## src/rtl/flag_event_queue.sv

```systemverilog
// flag_event_queue: source-domain event accumulator feeding the flag synchronizer.
// Counts incoming event pulses and replays them one at a time as request pulses,
// waiting for each crossing's busy handshake to rise and fall before the next.
module flag_event_queue #(
   parameter int CNT_BITS     = 4,
   parameter int BUSY_TIMEOUT = 15
) (
   input  logic                clk,
   input  logic                rst,
   input  logic                evt_i,
   input  logic                busy_i,
   input  logic                flag_clr_i,
   output logic                req_o,
   output logic [CNT_BITS-1:0] pending_o,
   output logic                overflow_o,
   output logic                timeout_o
);

   typedef enum logic [1:0] {
      IDLE,
      ISSUE,
      WAIT_BUSY,
      WAIT_DONE
   } state_t;

   localparam logic [CNT_BITS-1:0] PEND_MAX    = '1;
   localparam logic [CNT_BITS-1:0] PEND_ONE    = CNT_BITS'(1);
   localparam logic [7:0]          TIMEOUT_LIM = 8'(BUSY_TIMEOUT);

   state_t     state;
   state_t     stateNext;
   logic [7:0] toCnt;
   logic [7:0] toCntNext;
   logic       reqNext;
   logic       tmoSet;
   logic       decEvt;
   logic       pendFull;
   logic       ovfSet;

   // The ISSUE cycle is the one that consumes a queued event.
   assign decEvt   = (state == ISSUE);
   assign pendFull = (pending_o == PEND_MAX);
   assign ovfSet   = evt_i && !decEvt && pendFull;

   // Next-state, request and timeout decisions for the replay handshake.
   always_comb begin
      stateNext = state;
      toCntNext = toCnt;
      reqNext   = 1'b0;
      tmoSet    = 1'b0;
      case (state)
         IDLE: begin
            // A busy left over from another crossing holds us here.
            if ((pending_o != '0) && !busy_i) begin
               stateNext = ISSUE;
               reqNext   = 1'b1;
            end
         end
         ISSUE: begin
            stateNext = WAIT_BUSY;
            toCntNext = '0;
         end
         WAIT_BUSY: begin
            if (busy_i) begin
               stateNext = WAIT_DONE;
            end else begin
               toCntNext = toCnt + 8'd1;
               // Lost request is treated as consumed; it is not re-issued.
               if (toCntNext == TIMEOUT_LIM) begin
                  tmoSet    = 1'b1;
                  stateNext = IDLE;
               end
            end
         end
         WAIT_DONE: begin
            if (!busy_i) begin
               stateNext = IDLE;
            end
         end
         default: stateNext = IDLE;
      endcase
   end

   // State, request pulse, pending counter and sticky flags.
   always_ff @(posedge clk or posedge rst) begin
      if (rst) begin
         state      <= IDLE;
         toCnt      <= '0;
         req_o      <= 1'b0;
         pending_o  <= '0;
         overflow_o <= 1'b0;
         timeout_o  <= 1'b0;
      end else begin
         state <= stateNext;
         toCnt <= toCntNext;
         req_o <= reqNext;

         if (evt_i && !decEvt && !pendFull) begin
            pending_o <= pending_o + PEND_ONE;
         end else if (!evt_i && decEvt) begin
            pending_o <= pending_o - PEND_ONE;
         end

         // Set takes priority over a same-cycle clear.
         if (ovfSet) begin
            overflow_o <= 1'b1;
         end else if (flag_clr_i) begin
            overflow_o <= 1'b0;
         end

         if (tmoSet) begin
            timeout_o <= 1'b1;
         end else if (flag_clr_i) begin
            timeout_o <= 1'b0;
         end
      end
   end

endmodule

```

## config.mk

```make
export PLATFORM = sky130hd
export DESIGN_NAME = flag_event_queue
export DESIGN_NICKNAME = d
export VERILOG_FILES = /design/src/rtl/flag_event_queue.sv
export SDC_FILE = /design/constraint.sdc
export NUM_CORES = 1
export LEC_CHECK = 0
export BUFFER_PORTS_ARGS = -buffer_cell sky130_fd_sc_hd__buf_2
export CAP_MARGIN = 15
export CORE_UTILIZATION = 30
export CTS_CLUSTER_DIAMETER = 150
export DETAILED_ROUTE_END_ITERATION = 12
export PLACE_DENSITY = 0.55
export SLEW_MARGIN = 10
export SYNTH_ARGS = -nofsm -noshare
export SYNTH_HDL_FRONTEND = slang
export SYNTH_SLANG_ARGS = --single-unit
```

## constraint.sdc

```tcl
create_clock -name clk -period 2 [get_ports clk]
set_input_delay 0.1 -clock clk [delete_from_list [all_inputs] [get_ports clk]]
set_output_delay 0.1 -clock clk [all_outputs]
set_load 0.03 [all_outputs]
```

Yosys cells after proc, flatten, opt, wreduce, memory -nomap -nowiden
Cells that the tools add are included.

Register bits: 17. Input bits: 5. Output and inout port bits: 7. Logic and storage cells: 52.

Add/subtract/negate cells: 3. Equality and inequality tests: 9. Multiplexer cells: 17. Reductions and logical operators: 17.

Operators with widths (count): $pmux W8 S2 (1); $add A8 B1 Y8 const B (1); $eq A8 B4 Y1 const B (1); $mux W1 (8); $mux W2 (4); $mux W4 (2); $mux W8 (1); $pmux W2 S4 (1); $reduce_bool A2 Y1 (4); $ne A2 B2 Y1 const B (3); $logic_and A1 B1 Y1 (5); $add A4 B1 Y4 const B (1); $eq A2 B2 Y1 const B (2); $eq A4 B4 Y1 const B (1); $logic_not A1 Y1 (4); $reduce_bool A4 Y1 (1); $sub A4 B1 Y4 const B (1); $ne A3 B3 Y1 const B (1); $reduce_and A3 Y1 (1); $eq A2 B1 Y1 const B (1); $logic_not A2 Y1 (1); $reduce_and A2 Y1 (1).

Depth between registers and ports, before layout
Gate-level depths: netlist of the first run.

Word-level depth: 6. Gate-level depth with buffers: 7. Gate-level depth less buffers: 7.

Worst setup path after synthesis of the first run
OpenSTA, ideal clock, no wires.

Path kind: register -> register. Start point: register pending_o[0]. End point: register pending_o[3]. Library setup time: 0.080 ns. Data arrival time: 1.890 ns. Slack: 0.029 ns. Cell stages (with the launch flop): 8. Path buffers: 0. Clock period less this slack: 1.971 ns. Cells stage by stage: dfrtp_1 > nand4_1 > nand3_1 > ha_1 > a21o_1 > a21oi_1 > mux2i_1 > xor2_1.

Longest elaborated chain between the ends: 4.

Ends and longest elaborated chain: start, declared (line 14) `output logic [CNT_BITS-1:0] pending_o,`; start signal, assigned (line 99) `pending_o <= pending_o + PEND_ONE;`; start signal, assigned (line 101) `pending_o <= pending_o - PEND_ONE;`; parallel branches: the longest is 4 deep, another holds $sub A4 B1 Y4.

Several ways; the timed one is not identified. The select of a mux whose other input is x is not followed. A chain may end at the register's enable or synchronous reset.

Final worst setup path of the first run
Start point: register pending_o[2]. End point: register pending_o[3].

Same word-level chain as after synthesis.

==> Implementation_results.wiki, run 1 <==
{| class="wikitable"
! Metric !! Value
|-
| DRC violation count after routing || 0
|-
| Wire length of the first global-routing pass || 3660 um
|-
| Worst slack after detailed placement || 18.3 ps
|-
| Highest achievable clock rate || 531 MHz
|-
| Number of DRC markers in iteration 0 || 15
|-
| Clock tree from TritonCTS || yes
|-
| Outcome || complete, no violations
|-
| Routed vias || 854
|-
| CP Capture Type || flop
|-
| Maximum number of pins on one net before global-route repair || 21
|-
| Relative slew slack || 54.9%
|-
| Final worst path period need || 1880 ps
|-
| Post-route total power || 1.71 mW
|-
| Distinct cell type count after synthesis || 43
|-
| Estimated wirelength of the detail-placed design || 1500 um
|-
| Hold WS || 55.9 ps
|-
| Synthesized area divided by synthesized cell count || 10.1 um^2
|-
| Starting density of the core || 31.7%
|-
| Clk sinks || 17
|-
| Cell types occupying the most area after synthesis || sky130_fd_sc_hd__dfrtp_1 (40%), sky130_fd_sc_hd__ha_1 (4.7%), sky130_fd_sc_hd__nor4_1 (2.9%)
|-
| Iteration count of the initial detailed-routing pass || 4
|-
| Maximum fanout encountered on the critical timing path || 5
|-
| Via density per instance || 5.05
|-
| PD cells || 1390 mW/mm^2
|-
| Total I/O pin count || 12
|-
| Critical Path Slowest Stage Cell || sky130_fd_sc_hd__dfrtp_1
|-
| Source of the worst register-to-register timing path || pending_o[2]
|-
| Endpoints failing setup || 0
|-
| Endpoint of the worst hold-timing path || overflow_o
|-
| Worst setup path category || reg2reg
|-
| Actual slew at the worst max-slew pin || 676 ps
|-
| Cell accounting for the most synthesized area || sky130_fd_sc_hd__dfrtp_1
|-
| Static Leakage || 0.537 nW
|-
| Overall fraction of global-route tracks in use || 13.3%
|-
| End of the worst register-to-register path || pending_o[3]
|-
| Leading register cell type out of synthesis || sky130_fd_sc_hd__dfrtp_1
|-
| Cells on Worst Hold Path || 3
|-
| Wire length per cell || 12.9 um
|-
| Routability-driven placement congestion ratio || 0.796
|-
| Clock latency of the later-clocked register in the worst-skew pair || 300 ps
|-
| Synthesis-to-layout area growth || 15.7%
|-
| Endpoints failing hold || 0
|-
| # diodes || 0
|-
| Die Footprint || 0.00380 mm^2
|-
| Width of the chip || 61.6 um
|-
| Register-to-Register Path Depth || 7
|-
| Number of nets in the layout || 134
|-
| Aggregate routed wire length || 2170 um
|-
| Count of maximum capacitance violations || 0
|-
| Worst clock skew || 14.6 ps
|-
| Count of state elements after synthesis || 17
|-
| Number of buffers inserted by port buffering || 11
|-
| Fin worst setup slack || 117 ps
|-
| Final count of pins violating max slew || 0
|-
| Summed instance area of the synthesized netlist || 0.00107 mm^2
|-
| Hold path startpoint || evt_i
|-
| Final TNS setup || 0 ps
|-
| Share of final-layout standard cells stronger than drive strength 1 || 26.0%
|-
| Buf/Inv on CP || 0
|-
| Number of global-route vias before repair || 792
|-
| Share of async-settable or async-resettable flops after synthesis || 100%
|-
| Worst path arrival time || 2110 ps
|-
| Worst IR drop on VDD || 0.462 mV
|-
| Placeable core region || 0.00336 mm^2
|-
| Congestion Overflow GR || 0
|-
| Syn nets || 116
|-
| Largest stage delay, worst path || 440 ps
|-
| Number of H-tree levels || 1
|-
| Library cell used as clock root buffer || sky130_fd_sc_hd__clkbuf_4
|-
| Worst hold path type || in2reg
|-
| Number of cell rows || 21
|-
| Maximum clock path buffer count || 2
|-
| Worst R2R Setup Slack || 120 ps
|-
| Kind of cell adding the most delay to the critical path || flip-flops
|-
| Height of the die || 61.6 um
|-
| Post-synth EDFFs || 0
|-
| Worst-path clk slew || 120 ps
|-
| Number of antenna violations at the first check in global routing || 0
|-
| Antenna Violating Nets Remaining || 0
|-
| Seq/Total Area, Yosys || 39.9%
|-
| Number of buffers created by CTS || 3
|-
| Warnings, synthesis || 0
|-
| Number of standard cells after synthesis || 106
|-
| Worst path cell trace || nand4_1, nand3_2, ha_1, a21o_1, a21oi_1, mux2i_1, xor2_1
|-
| Type of origin of the critical path || flop
|-
| Tcrit/Tclk final || 94.2%
|-
| Required time worst endpoint || 2220 ps
|-
| Proportion of netlist area held by the largest area contributor || 39.9%
|}
==> flip-flops by register name, summed over array words and instances (netlist names) <==
name / cells
overflow_o: 1
pending_o: 4
req_o: 1
timeout_o: 1
state: 2
toCnt: 8
==> what timing repair did <==
| item | in CTS | in global routing |
|---|---|---|
| buffers inserted | 0 | 3 |
| hold buffers | 1 | 0 |
| pin swaps | 0 | 3 |
| endpoints found under the hold margin | 17 | 0 |
| gates resized for setup | 1 | 0 |
| endpoints found under the setup margin | 1 | 1 |
==> through the flow <==
step	util [%]	cells	cell area [um^2]
after floorplan	-	106	1070
after global placement	34.7	161	1170
after detailed placement	34.7	161	1170
after CTS	36.0	166	1210
after global routing	36.7	169	1230
final	36.7	169	1230
==> cell families (layout without fill, tap and decap cells) <==
group | Yosys count | count (layout) | share of synthesized area, %
fa+ha+maj | 5 | 5 | 6.57
flops | 17 | 17 | 39.9
compound gates | 27 | 27 | 18.1
simple gates | 37 | 37 | 21.2
xor+xnor | 3 | 3 | 2.46
buf+inv | 11 | 28 | 5.74
mux | 6 | 6 | 6.10
==> cell usage in the layout (no fill, tap or decap), drive strengths merged, types with 2 or more instances in the layout <==
cell type   n
buf        18
dfrtp      17
nand2       9
nor4        6
nand3       6
a21oi       5
inv         5
o211ai      5
o21ai       5
ha          4
mux2        4
xor2        3
nor3        3
nand3b      3
clkbuf      3
nand2b      3
nor2        2
and3b       2
a21o        2
mux2i       2
a21boi      2
==> cell usage after synthesis (2+ instances only) <==
master                     instances
sky130_fd_sc_hd__a21o_1            2
sky130_fd_sc_hd__a21oi_1           5
sky130_fd_sc_hd__and3b_1           2
sky130_fd_sc_hd__buf_2             4
sky130_fd_sc_hd__buf_6             2
sky130_fd_sc_hd__dfrtp_1          17
sky130_fd_sc_hd__ha_1              4
sky130_fd_sc_hd__inv_1             4
sky130_fd_sc_hd__mux2_1            2
sky130_fd_sc_hd__mux2_2            2
sky130_fd_sc_hd__mux2i_1           2
sky130_fd_sc_hd__nand2_1           8
sky130_fd_sc_hd__nand2b_1          2
sky130_fd_sc_hd__nand3_1           5
sky130_fd_sc_hd__nand3b_1          3
sky130_fd_sc_hd__nor2_1            2
sky130_fd_sc_hd__nor3_1            3
sky130_fd_sc_hd__nor4_1            5
sky130_fd_sc_hd__o211ai_1          4
sky130_fd_sc_hd__o21ai_0           2
sky130_fd_sc_hd__o21ai_1           2
sky130_fd_sc_hd__xor2_1            3
==> power breakdown <==
group / internal (mW) / switching (mW)
sequential: 0.471 / 0.152
clock: 0.0761 / 0.122
combinational: 0.385 / 0.508
==> layout make-up <==
| cell class | instances | area (um^2) |
|---|---|---|
| Clock buffer | 3 | 22.5 |
| Clock inverter | 1 | 7.51 |
| Fill cell | 369 | 2130 |
| Inverter | 5 | 18.8 |
| Multi-Input combinational cell | 78 | 586 |
| Sequential cell | 17 | 425 |
| Tap cell | 46 | 57.6 |
| Timing Repair Buffer | 19 | 118 |
==> per-layer routing <==
layer  track usage [%]  vias to the layer above  routed length, um
li1                  -                      427                  -
met1              17.5                      409               1060
met2              21.4                       16               1020
met3              2.52                        2                 74
met4              5.71                        0                 21
met5                 0                        -                  0
==> tightest hold or removal path: cells and delay by family <==
kind / cells / cell delay (ps)
buffers and inverters: 1 / 120
AND/OR/NAND/NOR: 1 / 50
AO/OA/AOI/OAI: 1 / 60
==> how the worst max path moves through the flow <==
stage | slack (ps) | cells past startpoint | start | to
after floorplan | 30 | 7 | pending_o[0] | pending_o[3]
after global placement | 200 | 7 | pending_o[3] | pending_o[3]
after detailed placement | 20 | 7 | pending_o[3] | pending_o[3]
after CTS | 50 | 7 | pending_o[3] | pending_o[3]
after global routing | -2 | 7 | pending_o[3] | pending_o[3]
final | 120 | 7 | pending_o[2] | pending_o[3]
Note: power is estimated with default switching activity, not from simulation.
==> inputs of run 2 (changes only) <==
Settings changed: CELL_PAD_IN_SITES_DETAIL_PLACEMENT set to 1, CELL_PAD_IN_SITES_GLOBAL_PLACEMENT set to 1, CTS_BUF_LIST set to sky130_fd_sc_hd__clkbuf_4, PLACE_DENSITY 0.55 to 0.65.
==> run 2 against run 1 <==
Clock skew down 11 ps. Design area down 1.8%. Highest routed layer unchanged. Critical path depth unchanged. Clock power is 6% higher. First-iteration DRC count is 27% higher. Maximum frequency rose by 0.86%. Total power decreased by 0.68%.
==> Implementation_results.wiki, run 2 (synthesized netlist as in run 1, its figures left out) <==
{| class="wikitable"
! Metric !! Value
|-
| Worst IR drop on VDD || 0.509 mV
|-
| Critical Path Slowest Stage Cell || sky130_fd_sc_hd__dfrtp_1
|-
| Worst slack after detailed placement || 73.5 ps
|-
| Commonest non-fill, non-tap cell in the layout || sky130_fd_sc_hd__dfrtp_1
|-
| Wire length per cell || 14.8 um
|-
| Wire length of the first global-routing pass || 4180 um
|-
| Relative slew slack || 53.0%
|-
| Worst path cell trace || nand4_1, nand3_2, ha_1, a21o_1, a21oi_1, mux2i_1, xor2_1
|-
| Largest registers || toCnt (8), pending_o (4), state (2)
|-
| Number of buffers created by CTS || 3
|-
| Highest achievable clock rate || 536 MHz
|-
| CP endpoint || pending_o[3]
|-
| Height of the die || 61.6 um
|-
| Overall fraction of global-route tracks in use || 15.3%
|-
| Via density per instance || 5.23
|-
| End of the worst register-to-register path || pending_o[3]
|-
| Required time worst endpoint || 2230 ps
|-
| Share of power burned in the clock network || 12.3%
|-
| Clock tree from TritonCTS || yes
|-
| # diodes || 0
|-
| Post-CTS setup buffer count || 0
|-
| Count of maximum capacitance violations || 0
|-
| Static Leakage || 0.527 nW
|-
| Clock latency of the later-clocked register in the worst-skew pair || 300 ps
|-
| Number of nets in the layout || 131
|-
| CP Capture Type || flop
|-
| Worst-path clk slew || 100 ps
|-
| Library cell used as clock root buffer || sky130_fd_sc_hd__clkbuf_4
|-
| Power share of the sequential group || 36.9%
|-
| Worst R2R Setup Slack || 130 ps
|-
| Hold WS || 58.1 ps
|-
| Max reg flops || 8
|-
| Number of cell rows || 21
|-
| Buf/Inv on CP || 0
|-
| Synthesis-to-layout area growth || 13.6%
|-
| Starting density of the core || 31.7%
|-
| Outcome || complete, no violations
|-
| Final TNS setup || 0 ps
|-
| Comb power frac || 50.8%
|-
| Number of H-tree levels || 1
|-
| Final worst path period need || 1870 ps
|-
| PD cells || 1400 mW/mm^2
|-
| Maximum fanout encountered on the critical timing path || 5
|-
| Maximum number of pins on one net before global-route repair || 21
|-
| Source of the worst register-to-register timing path || pending_o[3]
|-
| Antenna Violating Nets Remaining || 0
|-
| Share of final-layout standard cells stronger than drive strength 1 || 24.2%
|-
| Sw frac || 46.0%
|-
| Routed vias || 869
|-
| Aggregate routed wire length || 2460 um
|-
| Width of the chip || 61.6 um
|-
| Largest stage delay, worst path || 430 ps
|-
| DRC violation count after routing || 0
|-
| Tcrit/Tclk final || 93.4%
|-
| Number of global-route vias before repair || 912
|-
| Worst setup path category || reg2reg
|-
| Maximum clock path buffer count || 2
|-
| Number of logic stages on the critical path including buffering || 7
|-
| Iteration count of the initial detailed-routing pass || 3
|-
| Final count of pins violating max slew || 0
|-
| Total I/O pin count || 12
|-
| Internal Dissipation || 0.919 mW
|-
| Worst clock skew || 3.60 ps
|-
| Number of antenna violations at the first check in global routing || 0
|-
| RSZ-0062 raised after global routing || false
|-
| Net switching power || 0.784 mW
|-
| Routability-driven placement congestion ratio || 0.835
|-
| Kind of cell adding the most delay to the critical path || flip-flops
|-
| Die Footprint || 0.00380 mm^2
|-
| Fin worst setup slack || 133 ps
|-
| Worst hold path type || in2reg
|-
| Number of buffers inserted by port buffering || 11
|-
| Highest-count cells in the layout ignoring fill and taps || sky130_fd_sc_hd__dfrtp_1 (17), sky130_fd_sc_hd__buf_2 (11), sky130_fd_sc_hd__nand2_1 (8), sky130_fd_sc_hd__a21oi_1 (5), sky130_fd_sc_hd__nor4_1 (5)
|-
| Timing startpoint of the critical path || pending_o[3]
|-
| Endpoints failing setup || 0
|-
| Number of DRC markers in iteration 0 || 19
|-
| Register name with the most flops || toCnt
|-
| Actual slew at the worst max-slew pin || 704 ps
|-
| Endpoints failing hold || 0
|-
| Congestion Overflow GR || 0
|-
| Clk sinks || 17
|-
| Placeable core region || 0.00336 mm^2
|-
| Estimated wirelength of the detail-placed design || 1780 um
|-
| Register-to-Register Path Depth || 7
|-
| Type of origin of the critical path || flop
|-
| Worst path arrival time || 2100 ps
|}
==> run 2: power by group through the flow <==
stage	clock, mW	sequential (mW)	combinational, mW
floorplan	0	0.715	0.567
global placement	0	0.624	0.835
detailed placement	0	0.636	0.871
CTS	0.218	0.630	0.878
global route	0.230	0.650	0.963
finish	0.210	0.628	0.865
==> run 2: final cells by class <==
class / count / area, um^2
timing repair buffer: 16 / 95.1
fill: 416 / 2150
sequential: 17 / 425
inverter: 5 / 18.8
multi-input combinational: 78 / 586
tap: 46 / 57.6
clock buffer: 4 / 30.0
==> run 2: timing repair <==
item / 4_1_cts / 5_1_grt
gates resized for setup: 0 / 1
hold buffers: 1 / 0
hold endpoints to repair: 17 / 0
endpoints found under the setup margin: 0 / 1
==> run 2: metrics by stage <==
stage | std cells | total power, mW | area (um^2) | util, %
CTS | 166 | 1.72 | 1210 | 35.9
finish | 166 | 1.70 | 1210 | 36.0
global route | 166 | 1.84 | 1210 | 36.0
floorplan | 106 | 1.28 | 1070 | -
global placement | 161 | 1.46 | 1170 | 34.7
detailed placement | 161 | 1.51 | 1170 | 34.7
==> run 2: worst reg2reg max path, cell delays in order (launching register included) <==
cell and delay (ps):
sky130_fd_sc_hd__dfrtp_1 430, sky130_fd_sc_hd__nand4_1 160, sky130_fd_sc_hd__nand3_2 150, sky130_fd_sc_hd__ha_1 310
sky130_fd_sc_hd__a21o_1 170, sky130_fd_sc_hd__a21oi_1 170, sky130_fd_sc_hd__mux2i_1 230, sky130_fd_sc_hd__xor2_1 170
==> run 2: routing by layer <==
layer / GRT usage (%) / vias up / routed length [um]
li1: - / 418 / -
met1: 17.7 / 434 / 1040
met2: 27.2 / 12 / 1280
met3: 2.73 / 5 / 78
met4: 7.62 / 0 / 60
met5: 0 / - / 0
==> run 2: how the worst min path moves through the flow <==
stage,from,end,slack (ps),cells past startpoint
floorplan,rst,overflow_o,30,1
global placement,rst,req_o,260,2
detailed placement,rst,toCnt[5],270,2
CTS,evt_i,overflow_o,50,3
global route,evt_i,overflow_o,60,3
finish,flag_clr_i,overflow_o,60,3
==> inputs of run 3 (changes only) <==
Settings changed: ABC_AREA set to 1, CORE_MARGIN set to 2, PLACE_DENSITY 0.65 to 0.67.
==> run 3 against run 2 <==
Combinational power fell by 1%. Clock skew shrank 1.2 ps. Sequential share of layout area increased by 0.10 points. Register-to-register slack barely moved. Synthesized cell count grew 18%. Via count rose by 5.3%. Synthesized area decreased by 2.9%. Wire length up 5.1%. Cell count increased by 14%. Clock-buffer cell count did not move. Critical path type unchanged. Critical endpoint unchanged. Highest routed layer unchanged.
==> Implementation_results.wiki, run 3 <==
{| class="wikitable"
! Metric !! Value
|-
| Antenna Violating Nets Remaining || 0
|-
| Endpoints failing setup || 0
|-
| Count of maximum capacitance violations || 0
|-
| Estimated wirelength of the detail-placed design || 1980 um
|-
| Wire length of the first global-routing pass || 4540 um
|-
| Worst hold path type || in2reg
|-
| Final worst path period need || 1870 ps
|-
| Proportion of netlist area held by the largest area contributor || 41.1%
|-
| Highest achievable clock rate || 535 MHz
|-
| Congestion Overflow GR || 0
|-
| Worst path cell trace || inv_2, nor2_2, inv_2, nand3_2, ha_1, nand3_1, nand2_1, mux2i_4, xor2_1
|-
| Internal Dissipation || 0.865 mW
|-
| Cell types occupying the most area after synthesis || sky130_fd_sc_hd__dfrtp_1 (41%), sky130_fd_sc_hd__nand2_1 (9.8%), sky130_fd_sc_hd__inv_1 (6.5%)
|-
| Number of H-tree levels || 1
|-
| Overall fraction of global-route tracks in use || 14.4%
|-
| Type of origin of the critical path || flop
|-
| Placeable core region || 0.00334 mm^2
|-
| Wire length per cell || 13.6 um
|-
| Share of async-settable or async-resettable flops after synthesis || 100%
|-
| Worst path arrival time || 2100 ps
|-
| Final TNS setup || 0 ps
|-
| Instance count after placement with tap cells included || 185
|-
| Largest stage delay, worst path || 450 ps
|-
| Starting density of the core || 31.0%
|-
| Share of power burned in the clock network || 13.0%
|-
| Number of standard cells after synthesis || 125
|-
| Via density per instance || 4.82
|-
| Summed instance area of the synthesized netlist || 0.00104 mm^2
|-
| Routed vias || 915
|-
| Worst setup path category || reg2reg
|-
| Maximum fanout encountered on the critical timing path || 8
|-
| Highest-count cells in the layout ignoring fill and taps || sky130_fd_sc_hd__nand2_1 (27), sky130_fd_sc_hd__inv_1 (18), sky130_fd_sc_hd__dfrtp_1 (16), sky130_fd_sc_hd__nand3_1 (13), sky130_fd_sc_hd__buf_2 (11)
|-
| Post-synth EDFFs || 0
|-
| Iteration count of the initial detailed-routing pass || 2
|-
| Warnings, synthesis || 0
|-
| Clock latency of the later-clocked register in the worst-skew pair || 300 ps
|-
| Width of the chip || 62.8 um
|-
| Routability-driven placement congestion ratio || 0.813
|-
| Top post-synthesis cells by count || sky130_fd_sc_hd__nand2_1 (27), sky130_fd_sc_hd__inv_1 (18), sky130_fd_sc_hd__dfrtp_1 (17), sky130_fd_sc_hd__nand3_1 (13), sky130_fd_sc_hd__o21ai_0 (6)
|-
| Number of antenna violations at the first check in global routing || 0
|-
| Endpoints failing hold || 0
|-
| # diodes || 0
|-
| Aggregate routed wire length || 2580 um
|-
| Final count of pins violating max slew || 0
|-
| Net switching power || 0.753 mW
|-
| Post-CTS setup buffer count || 0
|-
| Syn nets || 135
|-
| Share of final-layout standard cells stronger than drive strength 1 || 25.0%
|-
| Total placed instance area || 0.00117 mm^2
|-
| Clock tree from TritonCTS || yes
|-
| Maximum clock path buffer count || 2
|-
| Largest registers || toCnt (8), pending_o (4), state (2)
|-
| CP Capture Type || flop
|-
| Max reg flops || 8
|-
| Leading register cell type out of synthesis || sky130_fd_sc_hd__dfrtp_1
|-
| Worst clock skew || 2.44 ps
|-
| Comb power frac || 52.9%
|-
| Outcome || complete, no violations
|-
| Count of state elements after synthesis || 17
|-
| Number of DRC markers in iteration 0 || 20
|-
| Synthesized area divided by synthesized cell count || 8.29 um^2
|-
| Number of global-route vias before repair || 947
|-
| Static Leakage || 0.597 nW
|-
| Required time worst endpoint || 2230 ps
|-
| Height of the die || 62.8 um
|-
| Number of nets in the layout || 155
|-
| Tcrit/Tclk final || 93.4%
|-
| Post-route total power || 1.62 mW
|-
| Number of buffers created by CTS || 3
|-
| Dominant cell by count in the synthesized netlist || sky130_fd_sc_hd__nand2_1
|-
| Number of buffers inserted by port buffering || 11
|-
| Commonest non-fill, non-tap cell in the layout || sky130_fd_sc_hd__nand2_1
|-
| Register name with the most flops || toCnt
|-
| Library cell used as clock root buffer || sky130_fd_sc_hd__clkbuf_4
|-
| Most frequent cell on the critical path || sky130_fd_sc_hd__inv_2
|-
| Worst IR drop on VDD || 0.595 mV
|-
| Maximum number of pins on one net before global-route repair || 18
|-
| Critical Path Slowest Stage Cell || sky130_fd_sc_hd__dfrtp_2
|-
| Filler Cells Inserted || 433
|-
| PD cells || 1330 mW/mm^2
|-
| Relative slew slack || 53.1%
|-
| Die Footprint || 0.00394 mm^2
|-
| Number of cell rows || 21
|-
| Power share of the sequential group || 34.0%
|-
| Cell accounting for the most synthesized area || sky130_fd_sc_hd__dfrtp_1
|-
| Seq/Total Area, Yosys || 41.1%
|-
| Total I/O pin count || 12
|-
| Synthesis-to-layout area growth || 17.0%
|-
| Worst-path clk slew || 110 ps
|-
| DRC violation count after routing || 0
|-
| Sw frac || 46.5%
|-
| Distinct cell type count after synthesis || 24
|-
| Clk sinks || 17
|-
| Actual slew at the worst max-slew pin || 703 ps
|-
| Non-filler instance count after layout || 190
|-
| Post-layout instance area || 0.00121 mm^2
|}
## run 3: cell count changes after synthesis, sizes merged, moves of 4 or more
cell / change
buf: -6
inv: +16
nand2: +21
nand3: +10
nor2: +8
nor4: -6
o211ai: -5
o21ai: +4
## run 3: metal layers
metal | up-vias | wire length [um] | global-route usage (%)
met3 | 2 | 57 | 2.16
li1 | 450 | - | -
met5 | - | 0 | 0
met1 | 453 | 1200 | 20.0
met2 | 10 | 1310 | 23.4
met4 | 0 | 23 | 4.17
## run 3: critical path, delay by kind of cell, from the launching register on
kind | cells | cell delay, ps
AND/OR/NAND/NOR | 4 | 370
buffers and inverters | 2 | 190
adder cells (fa/ha/maj) | 1 | 350
flip-flops | 1 | 450
XOR/XNOR | 1 | 170
multiplexers | 1 | 240
## run 3: metrics by stage
stage | hold WS, ps | setup slack [ps] | utilization, %
CTS | 20.7 | 130 | 36.3
floorplan | 26.1 | 70.0 | -
finish | 25.0 | 132 | 36.3
detailed placement | 256 | 161 | 35.1
global route | 9.72 | -0.496 | 36.3
global placement | 241 | 235 | 35.1
## run 3: timing repair
item / 4_1_cts / 5_1_grt
hold buffers: 1 / 0
resized for setup: 0 / 1
endpoints found under the hold margin: 17 / 0
setup endpoints to repair: 0 / 1
## run 3: power groups by stage
stage          registers (mW)  logic (mW)  clock network, mW
3_3_place_gp            0.543       0.830                  0
6_report                0.551       0.856              0.211
4_1_cts                 0.547       0.869              0.217
5_1_grt                 0.567       0.972              0.229
2_1_floorplan           0.657       0.501                  0
3_5_place_dp            0.552       0.861                  0
## run 3: cells by family (layout without fill, tap and decap cells)
| group | Yosys count | count (layout) | share of synthesized area (%) |
|---|---|---|---|
| and+or+nand+nor | 61 | 61 | 29.7 |
| buffers and inverters | 21 | 40 | 7.61 |
| DFF | 17 | 17 | 41.1 |
| AOI/OAI and AO/OA | 16 | 16 | 8.70 |
| adders and majority gates | 5 | 5 | 6.76 |
| xor gates and xnor gates | 3 | 3 | 2.54 |
| muxes | 2 | 2 | 3.62 |
## run 3: cell type report
class / count / area, um^2 / area share, %
timing repair buffer: 15 / 87.6 / 7.22
sequential: 17 / 427 / 35.2
inverter: 21 / 78.8 / 6.50
clock buffer: 4 / 30.0 / 2.48
tap: 46 / 57.6 / 4.75
multi-input combinational: 87 / 532 / 43.9
## run 3: final timing paths
check / from / end / slack [ps] / depth (start not counted)
max: state[0] / pending_o[3] / 130 / 9
min reg2reg: state[0] / req_o / 520 / 1
min: flag_clr_i / timeout_o / 30 / 2
max in group asynchronous: rst / state[0] / 1070 / 3
min in group asynchronous: rst / pending_o[0] / 440 / 3
max reg2reg: state[0] / pending_o[3] / 130 / 9
